--- src/rtl/alu_arbiter.sv ---
// -----------------------------------------------------------------------------
// alu_arbiter
//
// Purpose:
//   Shares one fixed-latency ALU between two requesters. One operation is
//   accepted at a time over a valid/ready handshake, with round-robin
//   arbitration when both requesters are valid. The accepted operands are
//   driven to the ALU and held. The arbiter waits LAT clock edges, captures
//   ALUOut and the flags, and returns them with the requester id over a
//   valid/ready response channel. At most one operation is outstanding.
//
// Parameters:
//   LAT : edges from operand load to result/flag sample (ALU output is
//         registered at +1 and its flags at +3, so LAT must be >= 4)
//   DW  : operand/result width
//
// Ports:
//   clock        in   system clock, all state on the rising edge
//   reset_n      in   asynchronous active-low reset
//   req0_valid   in   requester 0 has an operation
//   req0_ready   out  requester 0 operation accepted this cycle
//   req0_funsel  in   requester 0 ALU function select
//   req0_a/b     in   requester 0 operands
//   req0_cin     in   requester 0 carry-in
//   req1_*            same set for requester 1
//   rsp_valid    out  response available
//   rsp_ready    in   consumer takes the response
//   rsp_id       out  requester index of the response
//   rsp_data     out  captured ALUOut
//   rsp_flags    out  captured flags {Z,C,N,V}
//   alu_a/b      out  to ALU input_a/input_b
//   alu_funsel   out  to ALU FunSel
//   alu_cin      out  to ALU cin
//   alu_out      in   from ALU ALUOut
//   alu_flags    in   from ALU flags {Z,C,N,V}
//   busy         out  high whenever the arbiter is not idle
// -----------------------------------------------------------------------------
module alu_arbiter #(
   parameter int unsigned LAT = 4,
   parameter int unsigned DW  = 32
) (
   input  logic          clock,
   input  logic          reset_n,

   input  logic          req0_valid,
   output logic          req0_ready,
   input  logic [4:0]    req0_funsel,
   input  logic [DW-1:0] req0_a,
   input  logic [DW-1:0] req0_b,
   input  logic          req0_cin,

   input  logic          req1_valid,
   output logic          req1_ready,
   input  logic [4:0]    req1_funsel,
   input  logic [DW-1:0] req1_a,
   input  logic [DW-1:0] req1_b,
   input  logic          req1_cin,

   output logic          rsp_valid,
   input  logic          rsp_ready,
   output logic          rsp_id,
   output logic [DW-1:0] rsp_data,
   output logic [3:0]    rsp_flags,

   output logic [DW-1:0] alu_a,
   output logic [DW-1:0] alu_b,
   output logic [4:0]    alu_funsel,
   output logic          alu_cin,
   input  logic [DW-1:0] alu_out,
   input  logic [3:0]    alu_flags,

   output logic          busy
);

   localparam int unsigned CW = $clog2(LAT + 1);

   typedef enum logic [1:0] {
      IDLE = 2'd0,
      EXEC = 2'd1,
      RESP = 2'd2
   } state_t;

   state_t        state;
   logic          last_grant;
   logic          cur_id;
   logic [CW-1:0] wait_cnt;

   logic          grant_any;
   logic          grant_id;

   // Round-robin: on contention the requester that did not win last time is
   // chosen; a lone requester always wins regardless of history.
   always_comb begin
      grant_any = req0_valid | req1_valid;
      if (req0_valid && req1_valid) begin
         grant_id = ~last_grant;
      end else begin
         grant_id = req1_valid;
      end
   end

   // Readies are gated by reset_n so nothing appears accepted while the
   // block is held in reset.
   always_comb begin
      req0_ready = 1'b0;
      req1_ready = 1'b0;
      if (reset_n && (state == IDLE) && grant_any) begin
         req0_ready = ~grant_id;
         req1_ready =  grant_id;
      end
   end

   assign busy = (state != IDLE);

   always_ff @(posedge clock or negedge reset_n) begin
      if (!reset_n) begin
         state      <= IDLE;
         last_grant <= 1'b1;
         cur_id     <= 1'b0;
         wait_cnt   <= '0;
         rsp_valid  <= 1'b0;
         rsp_id     <= 1'b0;
         rsp_data   <= '0;
         rsp_flags  <= '0;
         alu_a      <= '0;
         alu_b      <= '0;
         alu_funsel <= '0;
         alu_cin    <= 1'b0;
      end else begin
         case (state)
            IDLE: begin
               if (grant_any) begin
                  if (grant_id) begin
                     alu_a      <= req1_a;
                     alu_b      <= req1_b;
                     alu_funsel <= req1_funsel;
                     alu_cin    <= req1_cin;
                  end else begin
                     alu_a      <= req0_a;
                     alu_b      <= req0_b;
                     alu_funsel <= req0_funsel;
                     alu_cin    <= req0_cin;
                  end
                  cur_id     <= grant_id;
                  last_grant <= grant_id;
                  wait_cnt   <= CW'(LAT);
                  state      <= EXEC;
               end
            end

            // alu_* are deliberately not touched here: the ALU's flag
            // terms are computed from operands that must stay put until
            // the flags are sampled.
            EXEC: begin
               wait_cnt <= wait_cnt - CW'(1);
               if (wait_cnt == CW'(1)) begin
                  rsp_data  <= alu_out;
                  rsp_flags <= alu_flags;
                  rsp_id    <= cur_id;
                  rsp_valid <= 1'b1;
                  state     <= RESP;
               end
            end

            // Returning to IDLE costs one edge; the next accept can only
            // happen on the edge after that.
            RESP: begin
               if (rsp_ready) begin
                  rsp_valid <= 1'b0;
                  state     <= IDLE;
               end
            end

            default: begin
               rsp_valid <= 1'b0;
               state     <= IDLE;
            end
         endcase
      end
   end

endmodule

--- config.mk ---
export PLATFORM = sky130hd
export DESIGN_NAME = alu_arbiter
export DESIGN_NICKNAME = d
export VERILOG_FILES = /design/src/rtl/alu_arbiter.sv
export SDC_FILE = /design/constraint.sdc
export NUM_CORES = 1
export LEC_CHECK = 0
export CAP_MARGIN = 20
export CORE_AREA = 3 3 115 117
export DETAILED_ROUTE_END_ITERATION = 12
export DIE_AREA = 0 0 118 120
export PLACE_DENSITY = 0.92
export SLEW_MARGIN = 10
export SYNTH_ARGS = -nofsm -noshare
export SYNTH_HDL_FRONTEND = slang
export SYNTH_SLANG_ARGS = --single-unit
--- constraint.sdc ---
create_clock -name clock -period 2.54 [get_ports clock]
set_input_delay 0.381 -clock clock [delete_from_list [all_inputs] [get_ports clock]]
set_output_delay 0.381 -clock clock [all_outputs]
set_load 0.02 [all_outputs]
==> flow_metrics.env <==
export IMPL_cp_max_fo=75
export IMPL_layout_common_cells="288 x clkdlybuf4s50_1, 114 x dfrtp_1, 72 x nand2_1, 70 x a211oi_1, 70 x a2bb2oi_1"
export IMPL_ys_warn_count=0
export IMPL_wl_um=17850
export IMPL_pwr_share_seq_pct=28.7
export IMPL_grt_pass1_wl_um=27730
export IMPL_swShare_pct=35.81
export IMPL_required_ps=2160
export IMPL_wl_per_cell_um=19.85
export IMPL_slew_headroom_pct=42.92
export IMPL_r2r_start="state[1]"
export IMPL_cts_clk_slew_worst_paths_ps=60
export IMPL_startpoint_type="register"
export IMPL_drt_iter0_drc=366
export IMPL_rows=41
export IMPL_antenna_found_initial=0
export IMPL_hold_viol=0
export IMPL_yosysSeqAreaShare_pct=56.05
export IMPL_first_pass_iters=4
export IMPL_power_frac_clock_pct=22.6
export IMPL_dieHeight_um=120
export IMPL_power_w=0.01160
export IMPL_rsz0062_at_grt="no"
export IMPL_syn_nets=621
export IMPL_drc=0
export IMPL_rrSetupSlack_ps=630
export IMPL_coreArea_um2=12470
export IMPL_max_stage_delay_ps=580
export IMPL_vias=4811
export IMPL_htreeDepth=4
export IMPL_viasPerCell=5.352
export IMPL_whs_endpoint="rsp_data[23]"
export IMPL_power_density_nw_per_um2=1315
export IMPL_drive_gt1_share_pct=10.59
export IMPL_ys_seq_elements=115
export IMPL_p_int_w=0.007444
export IMPL_period_share_pct=92.64
export IMPL_grt_overflow_total=0
export IMPL_clock_fmax_mhz=425.0
export IMPL_nets=897
export IMPL_worst_slew_pin_slew_ps=856.2
export IMPL_initial_core_util_pct=41.20
export IMPL_p_sw_w=0.004153
export IMPL_place_port_buffers=291
export IMPL_holdCritStartpoint="rsp_data[23]"
export IMPL_timing_hold_ws_ps=479.1
export IMPL_die_width_um=118
export IMPL_grt_start_max_net_pins=82
export IMPL_place_area_um2=8117
export IMPL_drv_cap=0
export IMPL_critical_path_slowest_cell="clkdlybuf4s50_1"
export IMPL_stdcell_area_um2=8817
export IMPL_fin_setup_tns_ps=0
export IMPL_syn_instance_count=438
export IMPL_cp_num_buf_inv=2
export IMPL_reg2reg_to="rsp_data[14]"
export IMPL_cts_path_max_buffers=2
export IMPL_endpoint_kind="primary output"
export IMPL_track_usage_pct=24.87
export IMPL_clock_skew_final_ps=11.59
export IMPL_fin_util_pct=70.73
export IMPL_die_area_um2=14160
export IMPL_grt_pass1_vias=5254
export IMPL_power_share_combinational_pct=48.8
export IMPL_crit_type="register to primary output"
export IMPL_clock_latency_ps=400
export IMPL_power_leakage_nw=3.600
export IMPL_synthToLayoutAreaGrowth_pct=71.67
export IMPL_synth_distinct_cells=29
export IMPL_cts_root_buf="clkbuf_16"
export IMPL_cts_sinks=115
export IMPL_place_congestion=0.8222
export IMPL_holdCritPathClass="register to register"
export IMPL_mostFrequentLayoutCell="clkdlybuf4s50_1"
export IMPL_crit_chain="or2_2 > buf_12 > clkdlybuf4s50_1"
export IMPL_syn_avg_cell_area_um2=11.73
export IMPL_synth_cell_area_um2=5136
export IMPL_cts_setup_buffers=0
export IMPL_dp_hpwl_um=12250
export IMPL_r2r_cells=4
export IMPL_arrival_ps=1970
export IMPL_antennaDiodeCount=0
export IMPL_cts_inserted_buffers=17
export IMPL_crit_family="buffers and inverters"
export IMPL_fin_crit_ps=2353
export IMPL_vdd_drop_max_uv=645.7
export IMPL_cts_tree="yes"
export IMPL_timing_final_max_slew_violations=0
export IMPL_status="completed"
export IMPL_drtAntennaViolNets=0
export IMPL_whs_path_depth=1
export IMPL_setup_viol=0
export IMPL_ios=292
## cells in the mapped netlist
cell	instances	share of area (%)
a211oi_1	70	10
a21bo_2	1	0.19
a21boi_2	1	0.22
a21o_1	2	0.29
a2bb2oi_1	70	12
a31oi_1	1	0.12
and3_1	2	0.24
buf_2	23	2.2
buf_4	2	0.29
buf_6	1	0.22
buf_8	1	0.29
clkbuf_1	17	1.2
dfrtp_1	114	56
dfstp_2	1	0.51
ha_1	2	0.49
inv_1	3	0.22
mux2_1	8	1.8
mux2_2	29	6.4
nand2_1	72	5.3
nand2b_1	1	0.12
nor2_1	3	0.22
nor2_4	1	0.22
nor3b_4	1	0.37
o211ai_1	1	0.15
o21a_1	1	0.15
o21ai_0	6	0.58
o22ai_1	1	0.12
or2_1	2	0.24
xor2_1	1	0.17
## through the flow
step,setup slack (ps),std cells
2_1_floorplan,934.2,438
3_3_place_gp,145.9,865
3_5_place_dp,130.2,865
4_1_cts,59.97,897
5_1_grt,85.61,899
6_report,187.1,899
## layout make-up
type,count,area (um2)
fill,896,3649
timing repair buffer,301,3022
sequential,115,2879
multi-input combinational,276,2041
clock buffer,19,442.9
tap,172,215.2
clock inverter,13,206.4
inverter,3,11.26
## repair_timing
action                     4_1_cts  5_1_grt
hold buffers                     0        1
hold endpoints to repair         0       11
resized for setup                3        2
setup endpoints to repair        1        2
## power by group through the flow
stage | Clock (W) | Combinational (W) | Sequential, W
after floorplan | 0 | 0.00200 | 0.00433
after global placement | 0 | 0.00547 | 0.00328
after detailed placement | 0 | 0.00564 | 0.00332
after CTS | 0.00266 | 0.00567 | 0.00332
after global routing | 0.00275 | 0.00596 | 0.00343
final | 0.00262 | 0.00566 | 0.00333
## flip-flops by register name, summed over array words and instances (netlist names)
| name | flops |
|---|---|
| alu_a | 32 |
| alu_b | 32 |
| alu_cin | 1 |
| alu_funsel | 5 |
| cur_id | 1 |
| last_grant | 1 |
| rsp_data | 32 |
| rsp_flags | 4 |
| rsp_id | 1 |
| rsp_valid | 1 |
| state | 2 |
| wait_cnt | 3 |
## layer usage
| layer | GRT usage [%] | vias up | share of wire [%] |
|---|---|---|---|
| li1 | - | 2180 | - |
| met1 | 28.25 | 2365 | 39 |
| met2 | 45.17 | 233 | 53 |
| met3 | 5.891 | 33 | 5.9 |
| met4 | 9.890 | 0 | 2.2 |
| met5 | 0 | - | 0 |
## cell families after synthesis
kind of cell | share of synthesized area [%]
AO/OA/AOI/OAI | 24.00
flip-flops | 56.05
AND/OR/NAND/NOR | 6.675
buffers and inverters | 4.506
multiplexers | 8.112
adder cells (fa/ha/maj) | 0.4871
XOR/XNOR | 0.1706
## worst max-delay path by stage
stage	startpoint	endpoint	cells past startpoint
floorplan	req1_valid	req1_ready	3
global placement	req0_valid	req0_ready	4
detailed placement	req0_valid	req0_ready	4
CTS	state[1]	busy	3
global route	state[1]	busy	3
finish	state[0]	busy	3
Note: power is estimated with default switching activity, not from simulation.
